==> src/rtl/hilo_div_seq_if.sv <==
// Pipeline <-> divide/HI-LO bundle: requests and MTHI/MTLO writes in, HI/LO and stall status out.
// master = execute stage side, slave = the divide sequencer.
interface hilo_div_seq_if #(
    parameter int WIDTH = 32
);
    logic             start;
    logic             is_signed;
    logic [WIDTH-1:0] dividend;
    logic [WIDTH-1:0] divisor;
    logic             mthi_we;
    logic             mtlo_we;
    logic [WIDTH-1:0] wdata;
    logic [WIDTH-1:0] hi;
    logic [WIDTH-1:0] lo;
    logic             busy;
    logic             done;
    logic             div_zero;

    modport master (
        output start, is_signed, dividend, divisor, mthi_we, mtlo_we, wdata,
        input  hi, lo, busy, done, div_zero
    );

    modport slave (
        input  start, is_signed, dividend, divisor, mthi_we, mtlo_we, wdata,
        output hi, lo, busy, done, div_zero
    );
endinterface

==> src/rtl/hilo_div_seq.sv <==
// Restoring DIV/DIVU sequencer owning HI/LO: WIDTH+1 cycles busy (1 for divide-by-zero), done pulses after.
// No queueing: start and MTHI/MTLO are ignored while busy; start beats a same-cycle MT write.
module hilo_div_seq #(
    parameter int WIDTH = 32
) (
    input  logic          clock,
    input  logic          reset,
    hilo_div_seq_if.slave bus
);
    localparam int CW = $clog2(WIDTH);

    typedef enum logic [1:0] {IDLE, CALC, FIX} state_t;

    state_t             state;
    logic [2*WIDTH-1:0] work;     // {partial remainder, dividend bits / quotient bits}
    logic [WIDTH-1:0]   dvsr;
    logic [CW-1:0]      count;
    logic               q_neg;
    logic               r_neg;
    logic [WIDTH-1:0]   hi_q;
    logic [WIDTH-1:0]   lo_q;
    logic               busy_q;
    logic               done_q;
    logic               dz_q;

    logic [WIDTH-1:0]   a_mag;
    logic [WIDTH-1:0]   b_mag;
    logic [2*WIDTH:0]   shifted;
    logic [WIDTH:0]     trial;
    logic               fits;
    logic [2*WIDTH-1:0] work_next;

    always_comb begin
        a_mag = bus.dividend;
        b_mag = bus.divisor;
        if (bus.is_signed && bus.dividend[WIDTH-1]) a_mag = -bus.dividend;
        if (bus.is_signed && bus.divisor[WIDTH-1])  b_mag = -bus.divisor;

        // The shifted remainder can need WIDTH+1 bits, so compare with one extra bit.
        shifted   = {work, 1'b0};
        trial     = shifted[2*WIDTH:WIDTH] - {1'b0, dvsr};
        fits      = ~trial[WIDTH];
        work_next = {(fits ? trial[WIDTH-1:0] : shifted[2*WIDTH-1:WIDTH]),
                     work[WIDTH-2:0], fits};
    end

    always_ff @(posedge clock or posedge reset) begin
        if (reset) begin
            state  <= IDLE;
            work   <= '0;
            dvsr   <= '0;
            count  <= '0;
            q_neg  <= 1'b0;
            r_neg  <= 1'b0;
            hi_q   <= '0;
            lo_q   <= '0;
            busy_q <= 1'b0;
            done_q <= 1'b0;
            dz_q   <= 1'b0;
        end else begin
            done_q <= 1'b0;
            case (state)
                IDLE: begin
                    if (bus.start) begin
                        busy_q <= 1'b1;
                        count  <= '0;
                        if (bus.divisor == '0) begin
                            // Quotient all ones, remainder is the raw dividend, no sign fix-up.
                            dz_q  <= 1'b1;
                            work  <= {bus.dividend, {WIDTH{1'b1}}};
                            dvsr  <= '0;
                            q_neg <= 1'b0;
                            r_neg <= 1'b0;
                            state <= FIX;
                        end else begin
                            dz_q  <= 1'b0;
                            work  <= {{WIDTH{1'b0}}, a_mag};
                            dvsr  <= b_mag;
                            q_neg <= bus.is_signed & (bus.dividend[WIDTH-1] ^ bus.divisor[WIDTH-1]);
                            r_neg <= bus.is_signed & bus.dividend[WIDTH-1];
                            state <= CALC;
                        end
                    end else begin
                        if (bus.mthi_we) hi_q <= bus.wdata;
                        if (bus.mtlo_we) lo_q <= bus.wdata;
                    end
                end
                CALC: begin
                    work  <= work_next;
                    count <= count + 1'b1;
                    if (count == CW'(WIDTH - 1)) state <= FIX;
                end
                FIX: begin
                    lo_q   <= q_neg ? -work[WIDTH-1:0] : work[WIDTH-1:0];
                    hi_q   <= r_neg ? -work[2*WIDTH-1:WIDTH] : work[2*WIDTH-1:WIDTH];
                    busy_q <= 1'b0;
                    done_q <= 1'b1;
                    state  <= IDLE;
                end
                default: state <= IDLE;
            endcase
        end
    end

    assign bus.hi       = hi_q;
    assign bus.lo       = lo_q;
    assign bus.busy     = busy_q;
    assign bus.done     = done_q;
    assign bus.div_zero = dz_q;
endmodule

==> src/flat_wrapper.sv <==
// flat-port wrapper written by rule: the top's interface ports become plain ports
module hilo_div_seq_flat 
#(
    parameter int WIDTH = 32
)
  (clock, reset, bus_start, bus_is_signed, bus_dividend, bus_divisor, bus_mthi_we, bus_mtlo_we, bus_wdata, bus_hi, bus_lo, bus_busy, bus_done, bus_div_zero);
  hilo_div_seq_if #(.WIDTH(WIDTH)) bus_i ();
  input  logic clock;
  input  logic reset;
  input wire logic [$bits(bus_i.start)-1:0] bus_start;
  input wire logic [$bits(bus_i.is_signed)-1:0] bus_is_signed;
  input wire logic [$bits(bus_i.dividend)-1:0] bus_dividend;
  input wire logic [$bits(bus_i.divisor)-1:0] bus_divisor;
  input wire logic [$bits(bus_i.mthi_we)-1:0] bus_mthi_we;
  input wire logic [$bits(bus_i.mtlo_we)-1:0] bus_mtlo_we;
  input wire logic [$bits(bus_i.wdata)-1:0] bus_wdata;
  output wire logic [$bits(bus_i.hi)-1:0] bus_hi;
  output wire logic [$bits(bus_i.lo)-1:0] bus_lo;
  output wire logic [$bits(bus_i.busy)-1:0] bus_busy;
  output wire logic [$bits(bus_i.done)-1:0] bus_done;
  output wire logic [$bits(bus_i.div_zero)-1:0] bus_div_zero;
  assign bus_i.start = bus_start;
  assign bus_i.is_signed = bus_is_signed;
  assign bus_i.dividend = bus_dividend;
  assign bus_i.divisor = bus_divisor;
  assign bus_i.mthi_we = bus_mthi_we;
  assign bus_i.mtlo_we = bus_mtlo_we;
  assign bus_i.wdata = bus_wdata;
  assign bus_hi = bus_i.hi;
  assign bus_lo = bus_i.lo;
  assign bus_busy = bus_i.busy;
  assign bus_done = bus_i.done;
  assign bus_div_zero = bus_i.div_zero;
  hilo_div_seq #(.WIDTH(WIDTH)) u_core (.clock(clock), .reset(reset), .bus(bus_i));
endmodule
==> config.mk <==
export PLATFORM = sky130hd
export DESIGN_NAME = hilo_div_seq_flat
export DESIGN_NICKNAME = d
export VERILOG_FILES = /design/src/rtl/hilo_div_seq_if.sv /design/src/rtl/hilo_div_seq.sv /design/src/flat_wrapper.sv
export SDC_FILE = /design/constraint.sdc
export NUM_CORES = 1
export LEC_CHECK = 0
export BUFFER_PORTS_ARGS = -buffer_cell sky130_fd_sc_hd__buf_2
export CAP_MARGIN = 20
export CORE_MARGIN = 5
export CORE_UTILIZATION = 45
export CTS_BUF_LIST = sky130_fd_sc_hd__clkbuf_8
export CTS_CLUSTER_SIZE = 20
export DETAILED_ROUTE_END_ITERATION = 7
export HOLD_SLACK_MARGIN = 0.08
export MAX_ROUTING_LAYER = met4
export PLACE_DENSITY = 0.7
export SLEW_MARGIN = 40
export SYNTH_ARGS = -nofsm -noshare
export SYNTH_HDL_FRONTEND = slang
export SYNTH_SLANG_ARGS = --single-unit
==> constraint.sdc <==
create_clock -name clock -period 11.8 [get_ports clock]
set_input_delay 1.77 -clock clock [delete_from_list [all_inputs] [get_ports clock]]
set_output_delay 1.77 -clock clock [all_outputs]
set_load 0.02 [all_outputs]
==> impl_metrics.yaml <==
yosys:
  yosysWarnings: 0
  synth_enable_flop_cells: 0
  synth_async_sr_flop_share_pct: 100.0
  synth_seq_area_share_pct: 36.19
  ys_ff_latch: 172
  syn_nets: 1593
  netlist_area_um2: 11890
  ys.flop_type: "dfrtp_1"
  synth.avg_cell_area_um2: 8.191
  syn_inst: 1452
  synth_cell_types: 68
finish:
  postLayoutCoreUtil_pct: 51.49
  fillers: 2462
  layout.nets: 1711
  post_route_cells_drive_above_1_share_pct: 15.60
  finalNonFillerCells: 1924
  area_delta_synth_final_pct: 12.80
floorplan:
  die_h_um: 172.6
  core_area_um2: 26060
  dieArea_um2: 29780
  num_rows: 59
  initial_core_util_pct: 45.64
  pin_count: 169
  fp.dieW_um: 172.6
clock_network:
  cts_hold_buf: 0
  cts-root-buf: "clkbuf_8"
  post_cts_resized: 0
  clock_latency_ns: 0.47
  clk_pin_slew_ns: 0.10
  cts_tree: "done"
  cts_made_buffers: 17
  clock_sinks: 172
  post_cts_buffers: 0
  cts-htree-levels: 4
  clock_path_buffers: 2
timing:
  fin_ws_ns: 6.987
  hold_viol: 0
  layout_min_cycle_time_ns: 4.813
  post-route-period-util_pct: 40.79
  finClkSkew_ns: 0.02031
  worstMarginPinSlew_ns: 0.7865
  setup_tns_ns: 0
  max-slew-margin-rel_pct: 46.21
  setup_viol: 0
  drv_slew: 0
  rsz0062_at_grt: "no"
  max_freq_mhz: 207.8
placement:
  placed_cells: 1886
  place_congestion: 0.9009
  pre_cts_slack_ns: 6.610
  hpwl_mm: 25.70
  portBuffers: 168
status:
  status: "complete, no violations"
route:
  drcViolationCount: 0
  drtIter0Drc: 1148
  wl_mm: 34.11
  ant_nets: 0
  via_count: 11193
  dr.pass1.iters: 5
  avgViaCountPerCell: 5.818
  avgRoutedWirePerCell_um: 17.73
min_path:
  hp-start: "u_core.bus.lo[12]"
  hold_path_class: "reg -> reg"
grt:
  grt_pass1_wl_mm: 54.86
  antenna_found_initial: 6
  grt_overflow: 0
  grt_usage_pct: 22.52
  grt_max_degree: 71
  first_global_vias: 10270
setup_path:
  cp_data_required_time_ns: 12.17
  end_kind: "register"
  cp_max_fo: 27
  worstReg2RegStart: "u_core.work[32]"
  cp.arrival_ns: 5.18
  crit_start: "bus_divisor[6]"
  setup.worst_path.start_class: "input port"
  worstSetupPathType: "in -> reg"
run:
  maxCapViolCount: 0
power:
  irDropWorstVdd_v: 0.0002132
  powerDensity_nw_per_um2: 302.5
  leakage_uw: 0.005942
flip-flops by register name, summed over array words and instances, names as in the netlist, 2 cells and up:
| signal | flops |
|---|---|
| u_core.bus.lo | 32 |
| u_core.dvsr | 32 |
| u_core.work | 64 |
| u_core.bus.hi | 32 |
| u_core.state | 2 |
| u_core.count | 5 |
path summary, 6_finish.rpt:
path,to,slack [ns],cells after the start
setup / recovery,u_core.work[42],6.99,10
hold / removal,u_core.bus.lo[12],0.48,1
setup reg to reg,u_core.work[42],7.63,12
hold reg to reg,u_core.bus.lo[12],0.48,1
max in group asynchronous,u_core.q_neg,9.38,3
min in group asynchronous,u_core.bus.lo[4],1.39,2
metal layers:
layer	GRT usage, %	wire length (µm)	up-vias
met5	-	0	-
met4	5.744	480	0
met3	4.279	2823	53
met2	32.43	14810	449
met1	32.73	16000	5269
li1	-	-	5422
per-stage QoR:
| stage | cell area (µm²) | total power, µW | hold slack, ns |
|---|---|---|---|
| floorplan | 11890 | 2992 | 0.4494 |
| global placement | 12990 | 3579 | 0.4556 |
| detailed placement | 13020 | 3638 | 0.4619 |
| CTS | 13400 | 4046 | 0.4856 |
| global route | 13420 | 4387 | 0.5055 |
| finish | 13420 | 4059 | 0.4814 |
power by group:
part / internal [µW] / switching [µW]
Clock: 160 / 243
Sequential: 890 / 348
Combinational: 1030 / 1390
Total: 2080 / 1980
area by class of cell:
type	count	area [µm²]	area share, %
Clock buffer	18	247.7	1.847
Tap cell	335	419.2	3.124
Clock inverter	14	128.9	0.9606
Timing Repair Buffer	181	949.7	7.078
Inverter	52	201.4	1.501
Multi-Input combinational cell	1146	7148	53.28
Sequential cell	172	4307	32.10
Antenna cell	6	15.01	0.1119
Yosys cell counts (5+ instances only):
cell type	instances	area [µm²]
clkbuf_1	72	270.3
o221ai_1	8	70.07
dfrtp_1	172	4304
a211oi_1	14	105.1
o22ai_1	20	125.1
nand4_1	11	68.82
inv_1	50	187.7
nor3_1	17	85.08
a21oi_1	100	500.5
nor2b_1	8	50.05
o31ai_1	72	540.5
or3_1	11	68.82
and2_1	9	56.30
nand2b_1	10	62.56
a31oi_1	16	100.1
o41ai_1	16	140.1
o21ai_1	6	30.03
nor2_1	126	473.0
a32oi_1	7	61.31
nor4_1	9	56.30
ha_1	38	475.5
a21o_1	23	172.7
or4_1	10	75.07
mux2i_1	20	200.2
xor2_1	60	525.5
nand2_1	216	810.8
a221o_1	6	60.06
and3_1	7	43.79
o21a_1	5	37.54
xnor2_1	85	744.5
nand3_1	26	130.1
o21ai_0	139	695.7
logic make-up (layout without fill, tap and decap cells):
kind of cell | count (synthesis) | count (layout) | share of synthesized area (%)
adder cells (fa/ha/maj) | 39 | 39 | 4.166
multiplexers | 20 | 20 | 1.683
AO/OA/AOI/OAI | 460 | 460 | 24.38
buffers and inverters | 134 | 265 | 4.366
AND/OR/NAND/NOR | 481 | 481 | 18.40
XOR/XNOR | 146 | 146 | 10.81
other | 0 | 6 | 0
flip-flops | 172 | 172 | 36.19
cells in the final DEF (no fill, tap or decap), types with 38 or more instances in the layout:
cell	netlist	routed
o31ai_1	72	72
o21ai_0	139	139
dfrtp_1	172	170
xor2_1	60	59
nor2_1	126	124
a21oi_1	100	100
nand2_1	216	215
ha_1	38	38
inv_1	50	50
buf_2	3	168
xnor2_1	85	85
worst max-delay path: stages:
cell     delay (ns)
buf_2          0.11
or4_4          0.57
nor4_2         0.48
nand4_1        0.21
or4_2          1.00
nor2_4         0.63
nand2_1        0.12
nand2_1        0.10
o21ai_0        0.08
o21ai_0        0.10
Note: power is estimated with default switching activity, not from simulation.
